$ cat src/rtl/piezo_note_sequencer.sv
// -----------------------------------------------------------------------------
// piezo_note_sequencer
//
// Plays a four-note melody for a piezo tone stage. Each note is held for
// NOTE_TICKS cycles. Consecutive notes are separated by GAP_TICKS silent
// cycles, and there is no gap after the last note. The melody code
// (event_code) selects which tone table the downstream tone stage uses. This
// block only presents that code together with the current note index.
//
// Parameters
//   NOTE_TICKS  cycles each note is held (1..2^24-1)
//   GAP_TICKS   silent cycles between consecutive notes (0..2^24-1, 0 = none)
//
// Ports
//   clk          system clock, rising edge
//   rst          synchronous reset, active-high, beats stop and event_valid
//   event_valid  one-cycle request to play a melody
//   event_code   melody select, 1..6 valid, 0 and 7 ignored
//   stop         abort the current melody (no done pulse)
//   note_state   melody code for the tone stage (0 when idle)
//   note_played  note index 1..4 while sounding, 0 when silent
//   busy         high whenever the sequencer is not idle
//   done         one-cycle pulse when a melody completes normally
//
// Configuration
//   PIEZO_SEQ_QUEUE_EN  when defined, a one-entry pending slot stores the
//                       latest valid event that arrives while busy. That
//                       melody then starts directly after the current one
//                       completes, with no idle cycle in between.
// -----------------------------------------------------------------------------
module piezo_note_sequencer #(
  parameter int unsigned NOTE_TICKS = 250000,
  parameter int unsigned GAP_TICKS  = 50000
) (
  input  logic       clk,
  input  logic       rst,
  input  logic       event_valid,
  input  logic [2:0] event_code,
  input  logic       stop,
  output logic [2:0] note_state,
  output logic [2:0] note_played,
  output logic       busy,
  output logic       done
);

  typedef enum logic [1:0] {
    S_IDLE = 2'd0,
    S_NOTE = 2'd1,
    S_GAP  = 2'd2
  } state_t;

  // Terminal counts. The gap value is only used when GAP_TICKS > 0.
  localparam logic [23:0] C_NOTE_LAST = 24'(NOTE_TICKS - 1);
  localparam logic [23:0] C_GAP_LAST  = (GAP_TICKS == 0) ? 24'd0 : 24'(GAP_TICKS - 1);
  localparam logic [2:0]  C_LAST_NOTE = 3'd4;

  // ---------------------------------------------------------------------------
  // State and output registers
  // ---------------------------------------------------------------------------
  state_t      r_state;
  logic [23:0] r_cnt;
  logic [2:0]  r_note_idx;     // current note 1..4, kept through GAP
  logic [2:0]  r_note_state;
  logic [2:0]  r_note_played;
  logic        r_busy;
  logic        r_done;

  state_t      w_state_nx;
  logic [23:0] w_cnt_nx;
  logic [2:0]  w_note_idx_nx;
  logic [2:0]  w_note_state_nx;
  logic [2:0]  w_note_played_nx;
  logic        w_done_nx;

  logic        w_evt_ok;
  logic        w_cnt_note_end;
  logic        w_cnt_gap_end;

  assign w_evt_ok       = event_valid && (event_code != 3'd0) && (event_code != 3'd7);
  assign w_cnt_note_end = (r_cnt == C_NOTE_LAST);
  assign w_cnt_gap_end  = (r_cnt == C_GAP_LAST);

`ifdef PIEZO_SEQ_QUEUE_EN
  logic       r_pend_valid;
  logic [2:0] r_pend_code;
  logic       w_pend_valid_nx;
  logic [2:0] w_pend_code_nx;
  logic       w_chain_valid;
  logic [2:0] w_chain_code;

  // An event arriving on the final note-4 cycle has not reached the slot yet.
  // It is chained directly and overrides any older pending code (latest wins).
  assign w_chain_valid = w_evt_ok || r_pend_valid;
  assign w_chain_code  = w_evt_ok ? event_code : r_pend_code;
`endif

  // ---------------------------------------------------------------------------
  // Next-state / next-output logic
  // ---------------------------------------------------------------------------
  always_comb begin
    // NOTE: every signal gets a default before any branch. This keeps the
    // block purely combinational and prevents latch inference.
    w_state_nx       = r_state;
    w_cnt_nx         = r_cnt;
    w_note_idx_nx    = r_note_idx;
    w_note_state_nx  = r_note_state;
    w_note_played_nx = r_note_played;
    w_done_nx        = 1'b0;
`ifdef PIEZO_SEQ_QUEUE_EN
    w_pend_valid_nx  = r_pend_valid;
    w_pend_code_nx   = r_pend_code;
`endif

    if (stop) begin
      // stop wins over everything except rst, and an event in the same
      // cycle is dropped.
      w_state_nx       = S_IDLE;
      w_cnt_nx         = 24'd0;
      w_note_idx_nx    = 3'd0;
      w_note_state_nx  = 3'd0;
      w_note_played_nx = 3'd0;
`ifdef PIEZO_SEQ_QUEUE_EN
      w_pend_valid_nx  = 1'b0;
      w_pend_code_nx   = 3'd0;
`endif
    end else begin
`ifdef PIEZO_SEQ_QUEUE_EN
      // Capture while busy. The chain path below consumes the slot at the
      // end of the melody.
      if ((r_state != S_IDLE) && w_evt_ok) begin
        w_pend_valid_nx = 1'b1;
        w_pend_code_nx  = event_code;
      end
`endif
      unique case (r_state)
        S_IDLE: begin
          if (w_evt_ok) begin
            w_state_nx       = S_NOTE;
            w_cnt_nx         = 24'd0;
            w_note_idx_nx    = 3'd1;
            w_note_state_nx  = event_code;
            w_note_played_nx = 3'd1;
          end
        end

        S_NOTE: begin
          if (w_cnt_note_end) begin
            w_cnt_nx = 24'd0;
            if (r_note_idx == C_LAST_NOTE) begin
              // Normal completion. done lands in the first cycle after note 4.
              w_done_nx        = 1'b1;
              w_state_nx       = S_IDLE;
              w_note_idx_nx    = 3'd0;
              w_note_state_nx  = 3'd0;
              w_note_played_nx = 3'd0;
`ifdef PIEZO_SEQ_QUEUE_EN
              if (w_chain_valid) begin
                w_state_nx       = S_NOTE;
                w_note_idx_nx    = 3'd1;
                w_note_state_nx  = w_chain_code;
                w_note_played_nx = 3'd1;
                w_pend_valid_nx  = 1'b0;
                w_pend_code_nx   = 3'd0;
              end
`endif
            end else if (GAP_TICKS != 0) begin
              w_state_nx       = S_GAP;
              w_note_played_nx = 3'd0;
            end else begin
              w_note_idx_nx    = r_note_idx + 3'd1;
              w_note_played_nx = r_note_idx + 3'd1;
            end
          end else begin
            w_cnt_nx = r_cnt + 24'd1;
          end
        end

        S_GAP: begin
          // note_state is held through the gap, and only the index is silenced.
          if (w_cnt_gap_end) begin
            w_state_nx       = S_NOTE;
            w_cnt_nx         = 24'd0;
            w_note_idx_nx    = r_note_idx + 3'd1;
            w_note_played_nx = r_note_idx + 3'd1;
          end else begin
            w_cnt_nx = r_cnt + 24'd1;
          end
        end

        default: begin
          w_state_nx       = S_IDLE;
          w_cnt_nx         = 24'd0;
          w_note_idx_nx    = 3'd0;
          w_note_state_nx  = 3'd0;
          w_note_played_nx = 3'd0;
        end
      endcase
    end
  end

  // ---------------------------------------------------------------------------
  // Registers
  // ---------------------------------------------------------------------------
  always_ff @(posedge clk) begin
    // NOTE: sequential state uses non-blocking assignments, so every register
    // samples the values from before the edge, regardless of statement order.
    if (rst) begin
      r_state       <= S_IDLE;
      r_cnt         <= 24'd0;
      r_note_idx    <= 3'd0;
      r_note_state  <= 3'd0;
      r_note_played <= 3'd0;
      r_busy        <= 1'b0;
      r_done        <= 1'b0;
    end else begin
      r_state       <= w_state_nx;
      r_cnt         <= w_cnt_nx;
      r_note_idx    <= w_note_idx_nx;
      r_note_state  <= w_note_state_nx;
      r_note_played <= w_note_played_nx;
      r_busy        <= (w_state_nx != S_IDLE);
      r_done        <= w_done_nx;
    end
  end

`ifdef PIEZO_SEQ_QUEUE_EN
  always_ff @(posedge clk) begin
    if (rst) begin
      r_pend_valid <= 1'b0;
      r_pend_code  <= 3'd0;
    end else begin
      r_pend_valid <= w_pend_valid_nx;
      r_pend_code  <= w_pend_code_nx;
    end
  end
`endif

  assign note_state  = r_note_state;
  assign note_played = r_note_played;
  assign busy        = r_busy;
  assign done        = r_done;

endmodule

$ cat config.mk
export PLATFORM = sky130hd
export DESIGN_NAME = piezo_note_sequencer
export DESIGN_NICKNAME = d
export VERILOG_FILES = /design/src/rtl/piezo_note_sequencer.sv
export SDC_FILE = /design/constraint.sdc
export NUM_CORES = 1
export LEC_CHECK = 0
export CAP_MARGIN = 20
export CORE_UTILIZATION = 55
export DETAILED_ROUTE_END_ITERATION = 12
export MAX_ROUTING_LAYER = met4
export PLACE_DENSITY = 0.75
export SLEW_MARGIN = 20
export SYNTH_ARGS = -nofsm -noshare
export SYNTH_HDL_FRONTEND = slang
export SYNTH_SLANG_ARGS = --single-unit
$ cat constraint.sdc
create_clock -name clk -period 2.5 [get_ports clk]
set_clock_uncertainty 0.1 [all_clocks]
set_input_delay 0.25 -clock clk [delete_from_list [all_inputs] [get_ports clk]]
set_output_delay 0.25 -clock clk [all_outputs]
set_load 0.005 [all_outputs]
# [After elaboration in Yosys (flattened, before gate mapping)]
# Index checks and enable logic that the tools add are counted.
# Widths: inputs -> output; s select.
[classes] n_addsub=2 n_eq_ne=10 n_mux=20 bitwise=3 reduce_logical=10
[op_table] operator="$mux 24" count=3
[op_table] operator="$pmux 24 s3" count=1
[op_table] operator="$pmux 3 s3" count=3
[op_table] operator="$add 24x1->24 const B" count=1
[op_table] operator="$eq 24x16->1 const B" count=1
[op_table] operator="$eq 24x18->1 const B" count=1
[op_table] operator="$mux 3" count=6
[op_table] operator="$mux 2" count=5
[op_table] operator="$ne 2x2->1 const B" count=4
[op_table] operator="$reduce_and 4->1" count=2
[op_table] operator="$pmux 2 s3" count=1
[op_table] operator="$reduce_or 4->1" count=1
[op_table] operator="$add 3x1->3 const B" count=1
[op_table] operator="$eq 3x3->1 const B" count=1
[op_table] operator="$ne 3x3->1 const B" count=1
[op_table] operator="$not 1->1" count=3
[op_table] operator="$reduce_and 3->1" count=1
[op_table] operator="$reduce_bool 3->1" count=1
[op_table] operator="$eq 2x1->1 const B" count=1
[op_table] operator="$eq 2x2->1 const B" count=1
[op_table] operator="$logic_and 1x1->1" count=2
[op_table] operator="$logic_not 2->1" count=1
[op_table] operator="$reduce_bool 2->1" count=1
[op_table] operator="$reduce_or 2->1" count=1
[op_table] operator="$mux 1" count=1
[totals] regBits=37 elab_cells=52

# [Longest topological paths before layout]
[depth] ltp_word=7 ltp_mapped=8 ltp_nobuf=7

# [Least setup slack after synthesis]
# Ideal clock, no wire load.
[synth_timing] path_type="register to register" startpoint="register r_cnt[0]" endpoint="register r_cnt[11]" setup_time_ns=0.115 t_arrival_ns=1.994 required_ns=2.285 setup_slack_ns=0.292 stages_incl_launch_ff=8 synth_period_minus_slack_ns=2.208 path_cell_list="dfxtp_1 ha_1 and3_1 nand4_2 o31a_1 o31ai_2 buf_4 nor2_1"
[synth_via] elab_chain_len=3 elab_cells_between_ends=6
[synth_rtl] item="start, declared" line="61" rtl="logic [23:0] r_cnt;"
[synth_rtl] item="start signal, assigned" line="217" rtl="r_cnt <= w_cnt_nx;"
[synth_rtl] item="$add 24x1->24, or another cell as far along" line="174, 186"
[synth_rtl] item="$mux 24 (on tied branches)" line="180, 147"
[synth_rtl] item="$pmux 24 s3 (*)" line="135" rtl="unique case (r_state)"
# Every way passes the cells marked *; elsewhere a longest branch is shown, timed or not.
# A chain may end at the register's enable or synchronous reset.

# [Worst setup path in the final report]
[layout_timing] startpoint="register r_cnt[1]" endpoint="register r_busy (netlist: busy)"
[layout_via] elab_chain_len=5 elab_cells_between_ends=7
[layout_rtl] item="$eq 24x16->1 / $eq 24x18->1 (equally long branches)" line="81, 80"
[layout_rtl] item="$mux 2 (on tied branches)" line="180, 147"
[layout_rtl] item="$pmux 2 s3 (*)" line="135"
[layout_rtl] item="$mux 2 (*)" line="114" rtl="if (stop) begin"
[layout_rtl] item="$reduce_bool 2->1 (*)" line="221" rtl="r_busy <= (w_state_nx != S_IDLE);"
[layout_rtl] item="end signal, assigned" line="221"
[layout_rtl] item="end, declared" line="65" rtl="logic r_busy;"
# Marks and branches as above.

==> flow_metrics.env <==
export IMPL_status="completed"
export IMPL_wire_per_inst_um=14.5
export IMPL_min_period_ns=2.34
export IMPL_tns_ns=0
export IMPL_clock_path_buffers=2
export IMPL_gr_total_overflow=0
export IMPL_cts_htree_levels=2
export IMPL_cts_made_buffers=5
export IMPL_synth_edff_count=0
export IMPL_grt_max_degree=18
export IMPL_synthArstFlopShare_pct=0
export IMPL_setup_viol=0
export IMPL_grt_pass1_wl_um=8400
export IMPL_critPathLaunchType="flop"
export IMPL_worst_slew_pin_slew_ns=0.528
export IMPL_syn_area_per_cell_um2=8.25
export IMPL_drive_gt1_share_pct=11.9
export IMPL_route_detailed_drc=0
export IMPL_worstPathArrival_ns=2.41
export IMPL_die_area_um2=4060
export IMPL_cts_tree="built"
export IMPL_fin_crit_sh_pct=93.7
export IMPL_yosys_area_top_type_share_pct=35.4
export IMPL_clock_sinks=37
export IMPL_viasPerCell=5.84
export IMPL_grt_usage_pct=27.1
export IMPL_drv_slew=0
export IMPL_holdWs_ns=0.361
export IMPL_post_cts_setup_buffers=0
export IMPL_synth_top_area_cell="dfxtp_1"
export IMPL_antenna_left=0
export IMPL_syn2layout_area_growth_pct=18.5
export IMPL_grt_pass1_vias=1895
export IMPL_diodes=0
export IMPL_max_cap_viol_count=0
export IMPL_antenna_found_initial=0
export IMPL_synthCells=254
export IMPL_path_class="flop to flop"
export IMPL_coreArea_um2=3660
export IMPL_netlist_area_um2=2090
export IMPL_clock_latency_ns=0.29
export IMPL_start_util_pct=57.2
export IMPL_place_gp_congestion=0.886
export IMPL_synth_most_common_cell="dfxtp_1"
export IMPL_dr_pass1_iters=4
export IMPL_die_h_um=63.7
export IMPL_clkTransAtPathRegs_ns=0.07
export IMPL_cp_end_kind="flop"
export IMPL_place_port_buffers=14
export IMPL_synth_ff_type="dfxtp_1"
export IMPL_rsz0062_at_grt="no"
export IMPL_clock_fmax_mhz=427
export IMPL_nFillCells=319
export IMPL_hp_class="flop to flop"
export IMPL_p_per_area_nw_per_um2=468
export IMPL_die_w_um=63.7
export IMPL_cts_resized=0
export IMPL_irDropWorstVdd_uv=309
export IMPL_synthTopCellsByArea="dfxtp_1 35%, xnor2_1 5.9%, nand2_1 5.4%"
export IMPL_path_max_fanout=11
export IMPL_drt_iter0_drc=86
export IMPL_synth_distinct_cells=45
export IMPL_via_count=1946
export IMPL_leakage_nw=0.846
export IMPL_dpl_hpwl_um=3670
export IMPL_ys_top_cells_by_count="37 x dfxtp_1, 30 x nand2_1, 28 x nor2_1"
export IMPL_synth_seq_area_share_pct=35.4
export IMPL_wl_um=4830
export IMPL_fin_nets=298
export IMPL_slew_headroom_pct=64.7
export IMPL_cts_root_buf="clkbuf_8"
export IMPL_cts_hold_buf=0
export IMPL_synth_nets=268
export IMPL_synth_seq_cells=37
export IMPL_io_pins=15
export IMPL_hold_viol_final=0
export IMPL_required_ns=2.57
export IMPL_ys_warn_count=0
export IMPL_placement_rows=22
[path summary, 6_finish.rpt]
kind             startpoint        endpoint  slack [ns]  cells after the start
max                r_cnt[1]            busy        0.16                      7
min          note_played[0]  note_played[0]        0.36                      2
max reg2reg        r_cnt[1]            busy        0.16                      7
min reg2reg  note_played[0]  note_played[0]        0.36                      2
[power breakdown]
part	leakage [nW]	internal [W]	switching, W
combinational	0.494	0.0000452	0.0000592
sequential	0.299	0.000596	0.00000405
clock	0.0542	0.000249	0.000207
[state kept, by name, indices dropped and copies added (netlist names)]
register	flops
note_played	3
note_state	3
r_state	2
r_cnt	24
busy	1
r_note_idx	3
done	1
[area by class of cell]
| class | count | area, um^2 | share of cell area [%] |
|---|---|---|---|
| clock buffer | 7 | 96.3 | 3.88 |
| tap | 48 | 60.1 | 2.42 |
| clock inverter | 1 | 5.00 | 0.202 |
| multi-input combinational | 196 | 1260 | 50.9 |
| inverter | 13 | 48.8 | 1.97 |
| sequential | 37 | 741 | 29.9 |
| timing repair buffer | 31 | 268 | 10.8 |
[logic make-up (layout without fill, tap and decap cells)]
family / Yosys count / in the layout / share of synthesized area, %
buffers and inverters: 21 / 52 / 4.36
muxes: 6 / 6 / 2.87
AOI/OAI and AO/OA: 34 / 34 / 11.8
xor gates and xnor gates: 17 / 17 / 7.11
and+or+nand+nor: 132 / 132 / 34.3
adders and majority gates: 7 / 7 / 4.18
DFF: 37 / 37 / 35.4
[cells in the final DEF, fill, tap and decap left out, types with 3 or more instances in the layout]
cell and count:
nor3_1 10, o211ai_1 6, nand4_1 8, dfxtp_1 37
and3_1 10, or3_1 3, clkbuf_8 7, o21ai_0 5
nor4_1 10, nand2_1 30, xor2_1 3, o2111ai_1 4
a21oi_1 4, ha_1 7, buf_4 17, mux2i_1 6
nor2_1 28, clkdlybuf4s50_1 14, nand3_1 16, o31ai_1 3
xnor2_1 14, inv_1 13
[stage by stage]
step | worst slack [ns] | power, W | area, um^2 | std cells | util (%)
finish | 0.158 | 0.00116 | 2480 | 333 | 67.8
floorplan | 0.292 | 0.000676 | 2090 | 254 | -
CTS | 0.0863 | 0.00117 | 2480 | 333 | 67.8
global placement | 0.152 | 0.000716 | 2380 | 325 | 65.0
global route | 0.0444 | 0.00120 | 2480 | 333 | 67.8
detailed placement | 0.106 | 0.000717 | 2380 | 325 | 65.0
[routing by layer]
| layer | part of all wire [%] | vias to the layer above | GRT usage (%) |
|---|---|---|---|
| met5 | 0 | - | - |
| met4 | 1.8 | 0 | 10.2 |
| met3 | 4.4 | 12 | 4.17 |
| li1 | - | 988 | - |
| met1 | 46 | 886 | 32.7 |
| met2 | 47 | 60 | 45.2 |
[critical path, cell delays in order (launching register included)]
cell     delay, ns
dfxtp_1       0.37
ha_1          0.20
and3_1        0.27
nand4_2       0.18
o31a_1        0.47
buf_4         0.23
nor3_1        0.26
o32ai_1       0.14
No activity file was read; power rests on OpenSTA's default activity.
